## src/rtl/apb_i2c_arb_pkg.sv

```systemverilog
// Shared types and default widths for the APB requester arbiter.
// Contents: arb_state_e FSM encoding, default parameter values, apb_cmd_t payload.
// Optional feature macro used by the arbiter: APB_ARB_TIMEOUT_EN.
package apb_i2c_arb_pkg;

  localparam int unsigned N_REQ_DEF       = 4;
  localparam int unsigned ADDR_W_DEF      = 32;
  localparam int unsigned DATA_W_DEF      = 32;
  localparam int unsigned TIMEOUT_CYC_DEF = 1024;

  typedef enum logic [1:0] {
    IDLE   = 2'd0,
    SETUP  = 2'd1,
    ACCESS = 2'd2,
    RESP   = 2'd3
  } arb_state_e;

  // One latched APB command at default widths.
  typedef struct packed {
    logic                  write;
    logic [ADDR_W_DEF-1:0] addr;
    logic [DATA_W_DEF-1:0] wdata;
  } apb_cmd_t;

endpackage

```

## src/rtl/rr_arbiter.sv

```systemverilog
// Combinational round-robin pick: first asserted req at or after ptr, wrapping.
// Ports:
//   req       in  N_REQ          request vector
//   ptr       in  clog2(N_REQ)   highest-priority index
//   grant     out N_REQ          one-hot grant (zero when no request)
//   grant_idx out clog2(N_REQ)   index of the granted request
//   any       out 1              at least one request present
module rr_arbiter #(
  parameter int unsigned N_REQ = 4
) (
  input  logic [N_REQ-1:0]         req,
  input  logic [$clog2(N_REQ)-1:0] ptr,
  output logic [N_REQ-1:0]         grant,
  output logic [$clog2(N_REQ)-1:0] grant_idx,
  output logic                     any
);

  localparam int unsigned IDX_W = $clog2(N_REQ);

  logic [IDX_W-1:0] idx;

  // Scan N_REQ positions starting at ptr; the first hit wins.
  always_comb begin
    grant     = '0;
    grant_idx = '0;
    any       = 1'b0;
    idx       = '0;
    for (int unsigned k = 0; k < N_REQ; k++) begin
      idx = IDX_W'((32'(ptr) + k) % N_REQ);
      if (!any && req[idx]) begin
        any        = 1'b1;
        grant_idx  = idx;
        grant[idx] = 1'b1;
      end
    end
  end

endmodule

```

## src/rtl/apb_i2c_req_arbiter.sv

```systemverilog
// Shares one APB master port to the I2C EEPROM bridge among N_REQ requesters.
// Round-robin accept, latched command, APB SETUP/ACCESS, one-hot response pulse.
// Optional feature: define APB_ARB_TIMEOUT_EN to abort ACCESS after TIMEOUT_CYC
// cycles without apb_ready (response flagged with rsp_err=1, rsp_rdata=0).
// Ports:
//   clk, rst_n                clock, async active-low reset
//   req_valid/write/addr/wdata per-requester command (addr/wdata packed)
//   req_ready                 one-hot accept (decoded from state, same cycle as latch)
//   rsp_valid/rsp_rdata/rsp_err registered completion pulse and data
//   apb_addr/wdata/write/sel/enable  registered APB request to bridge
//   apb_rdata/ready/slverr    APB response from bridge
module apb_i2c_req_arbiter
  import apb_i2c_arb_pkg::*;
#(
  parameter int unsigned N_REQ       = N_REQ_DEF,
  parameter int unsigned ADDR_W      = ADDR_W_DEF,
  parameter int unsigned DATA_W      = DATA_W_DEF,
  parameter int unsigned TIMEOUT_CYC = TIMEOUT_CYC_DEF
) (
  input  logic                clk,
  input  logic                rst_n,
  input  logic [N_REQ-1:0]    req_valid,
  output logic [N_REQ-1:0]    req_ready,
  input  logic [N_REQ-1:0]    req_write,
  input  logic [N_REQ*ADDR_W-1:0] req_addr,
  input  logic [N_REQ*DATA_W-1:0] req_wdata,
  output logic [N_REQ-1:0]    rsp_valid,
  output logic [DATA_W-1:0]   rsp_rdata,
  output logic                rsp_err,
  output logic [ADDR_W-1:0]   apb_addr,
  output logic [DATA_W-1:0]   apb_wdata,
  output logic                apb_write,
  output logic                apb_sel,
  output logic                apb_enable,
  input  logic [DATA_W-1:0]   apb_rdata,
  input  logic                apb_ready,
  input  logic                apb_slverr
);

  localparam int unsigned IDX_W = $clog2(N_REQ);

  if (N_REQ < 2 || N_REQ > 8 || TIMEOUT_CYC < 2 || TIMEOUT_CYC > 65536) begin : g_param_err
    $error("apb_i2c_req_arbiter: unsupported parameter values");
  end

  arb_state_e          state_q, state_d;
  logic                run_q;
  logic [IDX_W-1:0]    rr_ptr_q, rr_ptr_d;
  logic [IDX_W-1:0]    gidx_q, gidx_d;
  logic [ADDR_W-1:0]   addr_q, addr_d;
  logic [DATA_W-1:0]   wdata_q, wdata_d;
  logic                write_q, write_d;
  logic                sel_q, sel_d;
  logic                en_q, en_d;
  logic [N_REQ-1:0]    rsp_valid_q, rsp_valid_d;
  logic [DATA_W-1:0]   rsp_rdata_q, rsp_rdata_d;
  logic                rsp_err_q, rsp_err_d;

`ifdef APB_ARB_TIMEOUT_EN
  localparam int unsigned TMO_W = 16;
  logic [TMO_W-1:0]    tmo_q, tmo_d;
`endif

  logic [N_REQ-1:0]    arb_grant;
  logic [IDX_W-1:0]    arb_idx;
  logic                arb_any;

  rr_arbiter #(.N_REQ(N_REQ)) u_rr (
    .req       (req_valid),
    .ptr       (rr_ptr_q),
    .grant     (arb_grant),
    .grant_idx (arb_idx),
    .any       (arb_any)
  );

  // Accept is only offered in IDLE; run_q keeps it low through and just after reset.
  assign req_ready = (state_q == IDLE && run_q) ? arb_grant : '0;

  // Next-state and registered-output logic.
  always_comb begin
    state_d     = state_q;
    rr_ptr_d    = rr_ptr_q;
    gidx_d      = gidx_q;
    addr_d      = addr_q;
    wdata_d     = wdata_q;
    write_d     = write_q;
    sel_d       = sel_q;
    en_d        = en_q;
    rsp_valid_d = '0;
    rsp_rdata_d = '0;
    rsp_err_d   = 1'b0;
`ifdef APB_ARB_TIMEOUT_EN
    tmo_d       = tmo_q;
`endif
    case (state_q)
      IDLE: begin
        if (run_q && arb_any) begin
          state_d = SETUP;
          gidx_d  = arb_idx;
          addr_d  = req_addr[32'(arb_idx)*ADDR_W +: ADDR_W];
          wdata_d = req_wdata[32'(arb_idx)*DATA_W +: DATA_W];
          write_d = req_write[arb_idx];
          sel_d   = 1'b1;
        end
      end
      SETUP: begin
        state_d = ACCESS;
        en_d    = 1'b1;
`ifdef APB_ARB_TIMEOUT_EN
        tmo_d   = '0;
`endif
      end
      ACCESS: begin
        if (apb_ready) begin
          state_d     = RESP;
          sel_d       = 1'b0;
          en_d        = 1'b0;
          addr_d      = '0;
          wdata_d     = '0;
          write_d     = 1'b0;
          rsp_valid_d = N_REQ'(1) << gidx_q;
          rsp_rdata_d = write_q ? '0 : apb_rdata;
          rsp_err_d   = apb_slverr;
        end
`ifdef APB_ARB_TIMEOUT_EN
        else if (tmo_q == TMO_W'(TIMEOUT_CYC - 1)) begin
          state_d     = RESP;
          sel_d       = 1'b0;
          en_d        = 1'b0;
          addr_d      = '0;
          wdata_d     = '0;
          write_d     = 1'b0;
          rsp_valid_d = N_REQ'(1) << gidx_q;
          rsp_rdata_d = '0;
          rsp_err_d   = 1'b1;
        end else begin
          tmo_d = tmo_q + TMO_W'(1);
        end
`endif
      end
      RESP: begin
        state_d  = IDLE;
        rr_ptr_d = (gidx_q == IDX_W'(N_REQ - 1)) ? '0 : gidx_q + IDX_W'(1);
      end
      default: state_d = IDLE;
    endcase
  end

  // State and output registers.
  always_ff @(posedge clk or negedge rst_n) begin
    if (!rst_n) begin
      state_q     <= IDLE;
      run_q       <= 1'b0;
      rr_ptr_q    <= '0;
      gidx_q      <= '0;
      addr_q      <= '0;
      wdata_q     <= '0;
      write_q     <= 1'b0;
      sel_q       <= 1'b0;
      en_q        <= 1'b0;
      rsp_valid_q <= '0;
      rsp_rdata_q <= '0;
      rsp_err_q   <= 1'b0;
`ifdef APB_ARB_TIMEOUT_EN
      tmo_q       <= '0;
`endif
    end else begin
      state_q     <= state_d;
      run_q       <= 1'b1;
      rr_ptr_q    <= rr_ptr_d;
      gidx_q      <= gidx_d;
      addr_q      <= addr_d;
      wdata_q     <= wdata_d;
      write_q     <= write_d;
      sel_q       <= sel_d;
      en_q        <= en_d;
      rsp_valid_q <= rsp_valid_d;
      rsp_rdata_q <= rsp_rdata_d;
      rsp_err_q   <= rsp_err_d;
`ifdef APB_ARB_TIMEOUT_EN
      tmo_q       <= tmo_d;
`endif
    end
  end

  assign apb_addr   = addr_q;
  assign apb_wdata  = wdata_q;
  assign apb_write  = write_q;
  assign apb_sel    = sel_q;
  assign apb_enable = en_q;
  assign rsp_valid  = rsp_valid_q;
  assign rsp_rdata  = rsp_rdata_q;
  assign rsp_err    = rsp_err_q;

endmodule

```

## config.mk

```make
export PLATFORM = sky130hd
export DESIGN_NAME = apb_i2c_req_arbiter
export DESIGN_NICKNAME = d
export VERILOG_FILES = /design/src/rtl/apb_i2c_arb_pkg.sv /design/src/rtl/rr_arbiter.sv /design/src/rtl/apb_i2c_req_arbiter.sv
export SDC_FILE = /design/constraint.sdc
export NUM_CORES = 1
export LEC_CHECK = 0
export BUFFER_PORTS_ARGS = -buffer_cell sky130_fd_sc_hd__buf_2
export CAP_MARGIN = 20
export CORE_AREA = 2 2 159 161
export CTS_CLUSTER_DIAMETER = 60
export DETAILED_ROUTE_END_ITERATION = 12
export DIE_AREA = 0 0 161 163
export PLACE_DENSITY = 0.52
export SYNTH_ARGS = -nofsm -noshare
export SYNTH_HDL_FRONTEND = slang
export SYNTH_SLANG_ARGS = --single-unit
```

## constraint.sdc

```tcl
create_clock -name clk -period 3.1 [get_ports clk]
set_input_delay 0.775 -clock clk [delete_from_list [all_inputs] [get_ports clk]]
set_output_delay 0.775 -clock clk [all_outputs]
set_load 0.05 [all_outputs]
```

==> flow_summary_export.csv <==
group,metric,value,unit
clock_network,clock_latency,0.35,ns
worst_setup_path,cp_top_family,"simple AND/OR/NAND/NOR gates",
detailed_routing,drt_first_pass_iters,4,
sta,setup_viol,2,
power,netSwitchingFraction,0.471,
worst_setup_path,cp_slowest_cell,"mux4_2",
detailed_routing,drc,0,
worst_setup_path,slowest_delay,0.48,ns
detailed_routing,wl,21800,µm
clock_network,path_clk_slew,0.08,ns
logic_synthesis,synth_area_leaders,"dfrtp_1 (46%), mux2i_1 (22%), o221ai_1 (9.3%), nand2_1 (4.4%), and2_1 (3.3%)",
floorplan,die_w,161,µm
worst_setup_path,path_cells,"buf_2, mux4_2, or3_4, nor2_4, a221oi_2, nor2_4, buf_6",
clock_network,cts_tree,"yes",
worst_setup_path,worstPathMaxFanout,6,
global_routing,grt_util_all_layers,0.161,
cells_and_area,drive_gt1_frac,0.518,
cells_and_area,final_util,0.377,
power,peakVddDrop,381,µV
power,cellLeakagePower,4.99,nW
sta,worst_slack,-0.00825,ns
worst_setup_path,arrival,2.33,ns
detailed_routing,ant_nets,0,
detailed_routing,vias,5914,
logic_synthesis,synth_top_area_cell,"dfrtp_1",
global_routing,grt_remaining_overflow,0,
power,combPwrFrac,0.638,
outcome,status,"finished with violations",
power,p_switching,4.19,mW
detailed_routing,vias_per_cell,4.52,
logic_synthesis,avgSynthCellArea,11.2,µm²
sta,finalWorstPathRequiredPeriod,3.11,ns
clock_network,htree_levels,3,
clock_network,cts-buffers-inserted,9,
worst_setup_path,critPathBufInv,2,
global_routing,grt_pass1_vias,6048,
clock_network,cts_buffer_depth,2,
logic_synthesis,ys_seq_elements,111,
floorplan,dieArea,26200,µm²
logic_synthesis,async_flop_share,1.00,
logic_synthesis,synth-adder-area-share,0.0328,
worst_setup_path,setup.worst_path.end_class,"primary output",
job,drv_cap,0,
global_routing,grt_pass1_wl,33400,µm
logic_synthesis,synth_top_area_frac,0.455,
logic_synthesis,synth_top_cells_by_count,"mux2i_1 (132), dfrtp_1 (111), nand2_1 (72)",
cells_and_area,fin_area,9290,µm²
outcome,violations,"negative setup slack",
sta,fmax,0.322,GHz
logic_synthesis,synth_ff_type,"dfrtp_1",
floorplan,fp-row-count,58,
cells_and_area,nets,1288,
detailed_routing,drt_iter0_markers,226,
place,numPortBuffers,407,
logic_synthesis,synthesis.nets,859,
worst_setup_path,crit_top_cell,"nor2_4",
worst_setup_path,cp.required,2.32,ns
cells_and_area,area_growth,52.4,%
sta,final_hold_viol_count,0,
worst_setup_path,worstSetupStartpointType,"primary input",
floorplan,die_h,163,µm
logic_synthesis,ys_warn_count,0,
logic_synthesis,synth_cell_type_count,34,
sta,finalCritPeriodShare,1.00,
logic_synthesis,synth_most_common_cell,"mux2i_1",
logic_synthesis,synthXorXnorAreaFrac,0,
cells_and_area,antenna_cells,0,
global_routing,antenna_found_initial,0,
sta,rsz0062_at_grt,"yes",
sta,slew_violations,0,
place,routabilityCongestion,0.772,
place,dpl.hpwl,16900,µm
power,p_int,4.71,mW
clock_network,clockRootBuffer,"clkbuf_16",
sta,fin_skew,0.0123,ns
sta,tightest_slew,0.740,ns
detailed_routing,wl_per_cell,16.7,µm
logic_synthesis,synthSimpleGateAreaFrac,0.102,
floorplan,design.core.area,24700,µm²
logic_synthesis,synthMuxAreaShare,0.237,
logic_synthesis,synthCells,543,
cells_and_area,fillers,2497,
global_routing,grt_max_degree,53,
power,pwr-share-clk,0.139,
logic_synthesis,synth-compound-area-share,0.125,
clock_network,cts_sinks,111,
power,power_density,957,nW/µm²
power,power_frac_seq,0.223,
place,dpl_cell_area,8850,µm²
logic_synthesis,syn_area,6100,µm²
hold_path,hold_class,"primary input to async pin",
sta,slew_headroom,0.507,
logic_synthesis,synth_seq_area_share,0.455,
worst_setup_path,worstSetupPathType,"primary input to primary output",
floorplan,start_util,0.247,
logic_synthesis,synth_top_family_by_area,"multiplexers",
logic_synthesis,synth-edff-count,0,
floorplan,ios,408,
[worst paths after layout]
path	start	endpoint	slack [ns]	cells past startpoint
worst max-delay path	req_valid[3]	req_ready[1]	-0.008	7
worst min-delay path	rst_n	rsp_rdata[9]	0.48	1
worst max register to register	rr_ptr_q[0]	apb_addr[23]	0.32	11
worst min register to register	apb_sel	apb_sel	0.48	2
max in group asynchronous	rst_n	rsp_rdata[19]	1.91	2
min in group clk	apb_sel	apb_sel	0.48	2
[registers in the layout, indices dropped and copies added (netlist names)]
signal	flops
apb_addr	32
rsp_valid	4
apb_wdata	32
apb_enable	1
apb_sel	1
rsp_rdata	32
rr_ptr_q	2
state_q	2
rsp_err	1
run_q	1
gidx_q	2
apb_write	1
[metal layers]
| metal | global-route usage | routed length, µm | vias to the layer above |
|---|---|---|---|
| met5 | 0 | 0 | - |
| met4 | 0.0329 | 124 | 0 |
| met1 | 0.198 | 9060 | 2787 |
| met2 | 0.287 | 11000 | 259 |
| li1 | - | - | 2859 |
| met3 | 0.0402 | 1690 | 9 |
[kinds of logic (layout without fill, tap and decap cells)]
family	Yosys count	in the layout
mux	139	139
fa+ha+maj	16	16
simple gates	135	135
compound gates	91	91
flops	111	111
buf+inv	50	484
other cells	1	1
[layout make-up]
class	instances	area, µm²	area share
Multi-Input combinational cell	382	3160	0.340
Sequential cell	111	2780	0.299
Timing Repair Buffer	459	2600	0.279
Tap cell	330	413	0.0444
Clock buffer	11	243	0.0261
Clock inverter	5	65.1	0.00700
Inverter	9	33.8	0.00363
[power by group through the flow]
stage          logic (mW)  clock network, mW  registers, mW
3_5_place_dp         5.56                  0           2.01
3_3_place_gp         5.56                  0           2.00
2_1_floorplan        2.86                  0           3.07
6_report             5.67               1.24           1.99
4_1_cts              5.69               1.29           1.99
5_1_grt              6.09               1.35           2.03
[through the flow]
stage | setup TNS (ns) | std cells | total power, mW | setup slack (ns) | hold slack, ns
6_report | -0.0145 | 1307 | 8.90 | -0.00825 | 0.477
5_1_grt | -0.302 | 1307 | 9.47 | -0.0779 | 0.499
4_1_cts | -0.242 | 1307 | 8.97 | -0.0650 | 0.482
3_5_place_dp | -2.53 | 1286 | 7.57 | -0.212 | 0.465
3_3_place_gp | -0.679 | 1286 | 7.57 | -0.179 | 0.462
2_1_floorplan | 0 | 543 | 5.94 | 0.0273 | 0.479
[placed cells by master, fill, tap and decap left out, types with 2 or more instances in the layout]
cell type  instances
o21ai_0            3
buf_2            401
mux2_2             3
clkbuf_16          9
nor2_1            15
buf_4             41
nor2_4             5
buf_12            10
a221oi_2           4
a22oi_2            3
ha_1              15
clkinv_4           3
o22ai_1            2
a21oi_1            3
inv_1              7
nand2_1           71
mux4_2             4
inv_2              2
o221ai_1          65
dfrtp_1          110
a211oi_1           2
mux2i_1          132
and2_1            32
buf_6              6
o21ai_4            2
and3_1             5
[repair_timing]
action,4_1_cts,5_1_grt
resized for setup,19,6
cloned,0,0
setup buffers,6,0
pin swaps,6,3
hold buffers,0,0
setup endpoints to repair,4,4
No activity file was read; power rests on OpenSTA's default activity.
